--- src/rtl/bus_slave_if_pkg.sv ---
// bus_slave_if_pkg: state encoding and bus constants shared by the bus slave interface.
package bus_slave_if_pkg;

    typedef enum logic [1:0] {IDLE, WAIT, DEV, RESP} bus_slv_state_e;

    localparam logic [31:0] BUS_SLV_ERR_DATA = 32'hDEAD_BEEF;

    localparam logic ENABLE_  = 1'b0;
    localparam logic DISABLE_ = 1'b1;
    localparam logic READ     = 1'b1;
    localparam logic WRITE    = 1'b0;

endpackage

--- src/rtl/bus_slave_if.sv ---
// bus_slave_if: bus target that forwards one strobed transfer to a local device port,
// with fixed wait states, device handshake and a watchdog that forces completion.
module bus_slave_if
    import bus_slave_if_pkg::*;
#(
    parameter int          ADDR_W      = 8,
    parameter int          WAIT_CYCLES = 0,
    parameter int          TIMEOUT     = 64,
    parameter logic [31:0] ERR_DATA    = BUS_SLV_ERR_DATA
) (
    input  logic              clk,
    input  logic              reset,
    input  logic              bus_cs_,
    input  logic              bus_as_,
    input  logic              bus_rw,
    input  logic [29:0]       bus_addr,
    input  logic [31:0]       bus_wr_data,
    output logic [31:0]       bus_rd_data,
    output logic              bus_rdy_,
    output logic              dev_req,
    output logic [ADDR_W-1:0] dev_addr,
    output logic              dev_rw,
    output logic [31:0]       dev_wr_data,
    input  logic [31:0]       dev_rd_data,
    input  logic              dev_ack,
    output logic              timeout_err
);

    localparam int TMO_W = $clog2(TIMEOUT) + 1;

    bus_slv_state_e    r_state, w_state;
    logic [3:0]        r_cnt, w_cnt;
    logic [TMO_W-1:0]  r_tmo, w_tmo;
    logic              r_req, w_req;
    logic [ADDR_W-1:0] r_addr, w_addr;
    logic              r_rw, w_rw;
    logic [31:0]       r_wd, w_wd;
    logic [31:0]       r_rd_buf, w_rd_buf;
    logic              r_rdy_, w_rdy_;
    logic [31:0]       r_rdata, w_rdata;
    logic              r_terr, w_terr;
    logic              w_unused;

    assign w_unused = ^bus_addr[29:ADDR_W];

    always_comb begin
        w_state  = r_state;
        w_cnt    = r_cnt;
        w_tmo    = r_tmo;
        w_req    = r_req;
        w_addr   = r_addr;
        w_rw     = r_rw;
        w_wd     = r_wd;
        w_rd_buf = r_rd_buf;
        w_rdy_   = DISABLE_;
        w_rdata  = '0;
        w_terr   = 1'b0;
        case (r_state)
            IDLE: if (!bus_cs_ && !bus_as_) begin
                w_addr  = bus_addr[ADDR_W-1:0];
                w_rw    = bus_rw;
                w_wd    = bus_wr_data;
                w_tmo   = '0;
                w_req   = (WAIT_CYCLES == 0);
                w_state = (WAIT_CYCLES == 0) ? DEV : WAIT;
                w_cnt   = 4'(WAIT_CYCLES - 1);
            end
            WAIT: begin
                w_cnt   = r_cnt - 4'd1;
                w_req   = (r_cnt == 4'd0);
                w_state = (r_cnt == 4'd0) ? DEV : WAIT;
            end
            DEV: begin
                w_tmo = r_tmo + 1'b1;
                // ack has priority over watchdog expiry in the same cycle
                if (dev_ack) begin
                    w_req    = 1'b0;
                    w_rd_buf = (r_rw == READ) ? dev_rd_data : r_rd_buf;
                    w_rdy_   = ENABLE_;
                    w_rdata  = (r_rw == READ) ? dev_rd_data : '0;
                    w_state  = RESP;
                end else if (r_tmo == TMO_W'(TIMEOUT - 1)) begin
                    w_req    = 1'b0;
                    w_rd_buf = ERR_DATA;
                    w_rdy_   = ENABLE_;
                    w_rdata  = (r_rw == READ) ? ERR_DATA : '0;
                    w_terr   = 1'b1;
                    w_state  = RESP;
                end
            end
            RESP: w_state = IDLE;
            default: w_state = IDLE;
        endcase
    end

    always_ff @(posedge clk) begin
        if (reset) begin
            r_state  <= IDLE;
            r_cnt    <= '0;
            r_tmo    <= '0;
            r_req    <= 1'b0;
            r_addr   <= '0;
            r_rw     <= READ;
            r_wd     <= '0;
            r_rd_buf <= '0;
            r_rdy_   <= DISABLE_;
            r_rdata  <= '0;
            r_terr   <= 1'b0;
        end else begin
            r_state  <= w_state;
            r_cnt    <= w_cnt;
            r_tmo    <= w_tmo;
            r_req    <= w_req;
            r_addr   <= w_addr;
            r_rw     <= w_rw;
            r_wd     <= w_wd;
            r_rd_buf <= w_rd_buf;
            r_rdy_   <= w_rdy_;
            r_rdata  <= w_rdata;
            r_terr   <= w_terr;
        end
    end

    assign bus_rd_data = r_rdata;
    assign bus_rdy_    = r_rdy_;
    assign dev_req     = r_req;
    assign dev_addr    = r_addr;
    assign dev_rw      = r_rw;
    assign dev_wr_data = r_wd;
    assign timeout_err = r_terr;

endmodule

--- config.mk ---
export PLATFORM = sky130hd
export DESIGN_NAME = bus_slave_if
export DESIGN_NICKNAME = d
export VERILOG_FILES = /design/src/rtl/bus_slave_if_pkg.sv /design/src/rtl/bus_slave_if.sv
export SDC_FILE = /design/constraint.sdc
export NUM_CORES = 1
export LEC_CHECK = 0
export CORE_MARGIN = 4
export CORE_UTILIZATION = 39
export DETAILED_ROUTE_END_ITERATION = 10
export PLACE_DENSITY = 0.84
export SLEW_MARGIN = 20
export SYNTH_ARGS = -nofsm -noshare
export SYNTH_HDL_FRONTEND = slang
export SYNTH_SLANG_ARGS = --single-unit
export TNS_END_PERCENT = 20
--- constraint.sdc ---
create_clock -name clk -period 1.95 [get_ports clk]
set_clock_uncertainty 0.1 [all_clocks]
set_input_delay 0.2925 -clock clk [delete_from_list [all_inputs] [get_ports clk]]
set_output_delay 0.2925 -clock clk [all_outputs]
set_load 0.05 [all_outputs]
==> metrics.log <==
INFO  metric post_route_cells_drive_above_1_share = 11.3%
INFO  metric crit_slowest_cell = clkdlybuf4s50_1
INFO  metric grt_setup_unrepaired = yes
INFO  metric final_report_hold_violation_count = 0
INFO  metric synth_largest_area_cell = dfxtp_1
INFO  metric net-switching-power = ~1.2 mW
INFO  metric antenna_found_initial = 0
INFO  metric total_power_consumption_of_the_routed_design = 3.86 mW
INFO  metric post_synth_mux_area_share = 0.656%
INFO  metric yosys-top-cells-count = 113 x nand2_1, 89 x dfxtp_1, 48 x a21oi_1
INFO  metric fill_cells = 642
INFO  metric synth_top_flop_cell = dfxtp_1
INFO  metric netlist-cell-type-count = 38
INFO  metric maxSlewHeadroom = 64.4%
INFO  metric critPathKind = register to output port
INFO  metric min_path_cells = 3
INFO  metric cts_tree = done
INFO  metric htreeDepth = 3
INFO  metric synth_seq_area_share = 54.9%
INFO  metric vdd_ir_drop_max = 0.484 mV
INFO  metric synth_top_family_by_area = simple AND/OR/NAND/NOR gates
INFO  metric drt_first_iter_violations = between 70 and 80
INFO  metric avgRoutedWirePerCell = 14.2 um
INFO  metric power.density = 764 nW/um^2
INFO  metric io_pins = 176
INFO  metric final_nets = 611
INFO  metric worstPathArrival = 1.51 ns
INFO  metric floorplan.initialDensity = 41.1%
INFO  metric vias = 3002
INFO  metric gr-total-overflow = 0
INFO  metric via_count_normalized_by_instance_count = 4.87
INFO  metric total_nets_after_synthesis = 462
INFO  metric detail_route.drc_violations = 0
INFO  metric grt_start_max_net_pins = 35
INFO  metric place.gp.congestion = ~0.84
INFO  metric status = finished, final reports clean
INFO  metric p_leak = 2.07 nW
INFO  metric synthArstFlopShare = 0%
INFO  metric compound_cell_area_share_of_the_yosys_netlist = 17.8%
INFO  metric synthesis.instances = 360
INFO  metric die_height = between 90 and 100 um
INFO  metric wirelength = 8770 um
INFO  metric worstSetupStartpointType = register
INFO  metric post_synth_fa_ha_maj_area_fraction = 0.772%
INFO  metric grt_pass1_vias = 2965
INFO  metric min_path_type = input pin to register
INFO  metric clk_pin_slew_worst_setup_hold_paths = 0.09 ns
INFO  metric fin_crit_sh = 97.8%
INFO  metric timing_worst_slew_pin_value = roughly 0.53 ns
INFO  metric drt.antenna.violating_nets = 0
INFO  metric cpLargestDelayFamily = buffers and inverters
INFO  metric synth_warnings = 0
INFO  metric yosys.area_share.simple = between 20% and 30%
INFO  metric hpwlAfterDp = 6440 um
INFO  metric post-route-cell-area = 5050 sq um
INFO  metric path_depth = 1
INFO  metric cts-buffers-inserted = 9
INFO  metric cp_slowest_stage_delay = ~0.8 ns
INFO  metric clock_latency = 0.35 ns
INFO  metric fin_tns_setup = 0 ns
INFO  metric seq_cells_post_synth = a little under 90
INFO  metric antenna-diode-count = 0
INFO  metric endpoint_kind = output port
INFO  metric area.growth.synth_to_final = 55.8%
INFO  metric first_pass_grt_wire_length = 14400 um
INFO  metric cts_hold_buf = 0
INFO  metric worstPathRequired = 1.56 ns
INFO  metric total_die_area = 9840 sq um
INFO  metric critPathMaxFanout = 2
INFO  metric synth_top_cell_area_share = a little over half
INFO  metric grt_use_total = between 10% and 20%
INFO  metric slew_violations = 0
INFO  metric synth_most_common_cell = nand2_1
INFO  metric power.share.switching = 30.1%
INFO  metric power.share.combinational = just under 20%
INFO  metric report.final.setup_viol = 0
INFO  metric cts-root-buf = clkbuf_8
INFO  metric core = between 7000 and 8000 sq um
INFO  metric floorplan.rows = 32
INFO  metric max_freq = 525 MHz
INFO  metric syn_avg_cell_area = 9.01 sq um
INFO  metric synth_xor_area_share = less than 1%
INFO  metric detailed_place.area = 4830 sq um
INFO  metric timing.critical_path.cells = clkdlybuf4s50_1
INFO  metric proportion_of_power_drawn_by_the_clock_network = 30.2%
INFO  metric clock_tree.buffer_depth = 2
INFO  metric numClockSinks = around 90
INFO  metric cellInternalPower = between 2 and 3 mW
INFO  metric max_cap_viol = 0
INFO  metric io_buffer_count = approximately 150
INFO  metric ff2ff_path_depth = 4
INFO  metric die_w = just under 100 um
INFO  metric syn_area = 3240 sq um
INFO  metric count_of_flip_flops_with_a_built_in_enable_after_synthesis = 0
INFO  metric synth.top_cells.by_area = dfxtp_1 55%, nand2_1 13%, a21oi_1 7.4%
INFO  metric worst-path-buf-inv = 1
INFO  metric pre_repair_dr_iteration_count = 6
INFO  metric min_period = approximately 1.9 ns
INFO  metric seqPwrFrac = 50.1%
## power groups by stage
stage	sequential [mW]	clock (mW)	combinational, mW
final	1.94	1.17	0.758
after detailed placement	1.98	0	0.760
after CTS	1.94	1.21	0.764
after global placement	1.97	0	0.746
after global routing	1.95	1.30	0.810
after floorplan	2.18	0	0.220
## path summary, 6_finish.rpt
check	startpoint	endpoint	slack [ns]
max	dev_wr_data[9]$_SDFFE_PP0P_	dev_wr_data[9]	0.04
min	reset	dev_rw$_SDFFE_PP1P_	0.14
max reg2reg	r_tmo[1]$_SDFFE_PP0P_	timeout_err$_SDFF_PP0_	0.11
min reg2reg	dev_wr_data[31]$_SDFFE_PP0P_	dev_wr_data[31]$_SDFFE_PP0P_	0.35
## cells in the final DEF, fill, tap and decap left out, drive strengths merged, types with 3 or more instances in the layout
cell type	Yosys	final
clkdlybuf4s50	0	136
nand2	113	113
dfxtp	89	89
a21oi	68	68
dlymetal6s2s	0	15
buf	14	14
and3	9	9
clkbuf	13	9
inv	4	9
nand3	8	8
nor3	5	5
a211oi	4	4
nand2b	3	3
a31oi	3	3
## area by class of cell
cell class	count	area, sq um	area share [%]
Inverter	4	15.0	0.297
Sequential cell	89	1780	35.3
Clock buffer	9	124	2.45
Clock inverter	7	58.8	1.16
Tap cell	102	128	2.53
Multi-Input combinational cell	240	1290	25.6
Timing Repair Buffer	165	1650	32.7
## logic make-up (layout without fill, tap and decap cells)
logic type               count (synthesis)  in the layout
XOR/XNOR                                 1              1
multiplexers                             2              2
buffers and inverters                   31            185
adder cells (fa/ha/maj)                  2              2
AO/OA/AOI/OAI                           87             87
flip-flops                              89             89
AND/OR/NAND/NOR                        148            148
## through the flow
| step | std cells | util [%] | hold WS (ns) | setup WS, ns |
|---|---|---|---|---|
| finish | 616 | 64.1 | 0.143 | 0.0435 |
| global route | 616 | 64.1 | 0.158 | -0.0231 |
| CTS | 616 | 63.5 | 0.128 | 0.0224 |
| detailed placement | 600 | 61.2 | 0.347 | 0.0352 |
| global placement | 600 | 61.2 | 0.341 | 0.0856 |
| floorplan | 360 | - | 0.315 | 0.235 |
## registers in the layout, summed over array words and instances, names as in the netlist
register,count
r_state,2
dev_rw,1
r_cnt,4
dev_wr_data,32
dev_addr,8
bus_rdy_,1
dev_req,1
bus_rd_data,32
timeout_err,1
r_tmo,7
## per-layer routing
layer	GRT usage (%)	routed length (um)	vias up
li1	-	-	1502
met1	21.8	3750	1383
met2	29.5	4160	108
met3	5.61	763	9
met4	5.04	91	0
met5	0	0	-
## timing repair
action | CTS | global route
buffers inserted | 0 | 0
endpoints found under the setup margin | 0 | 32
gates resized for setup | 0 | 17
(Power assumes the default switching activity.)
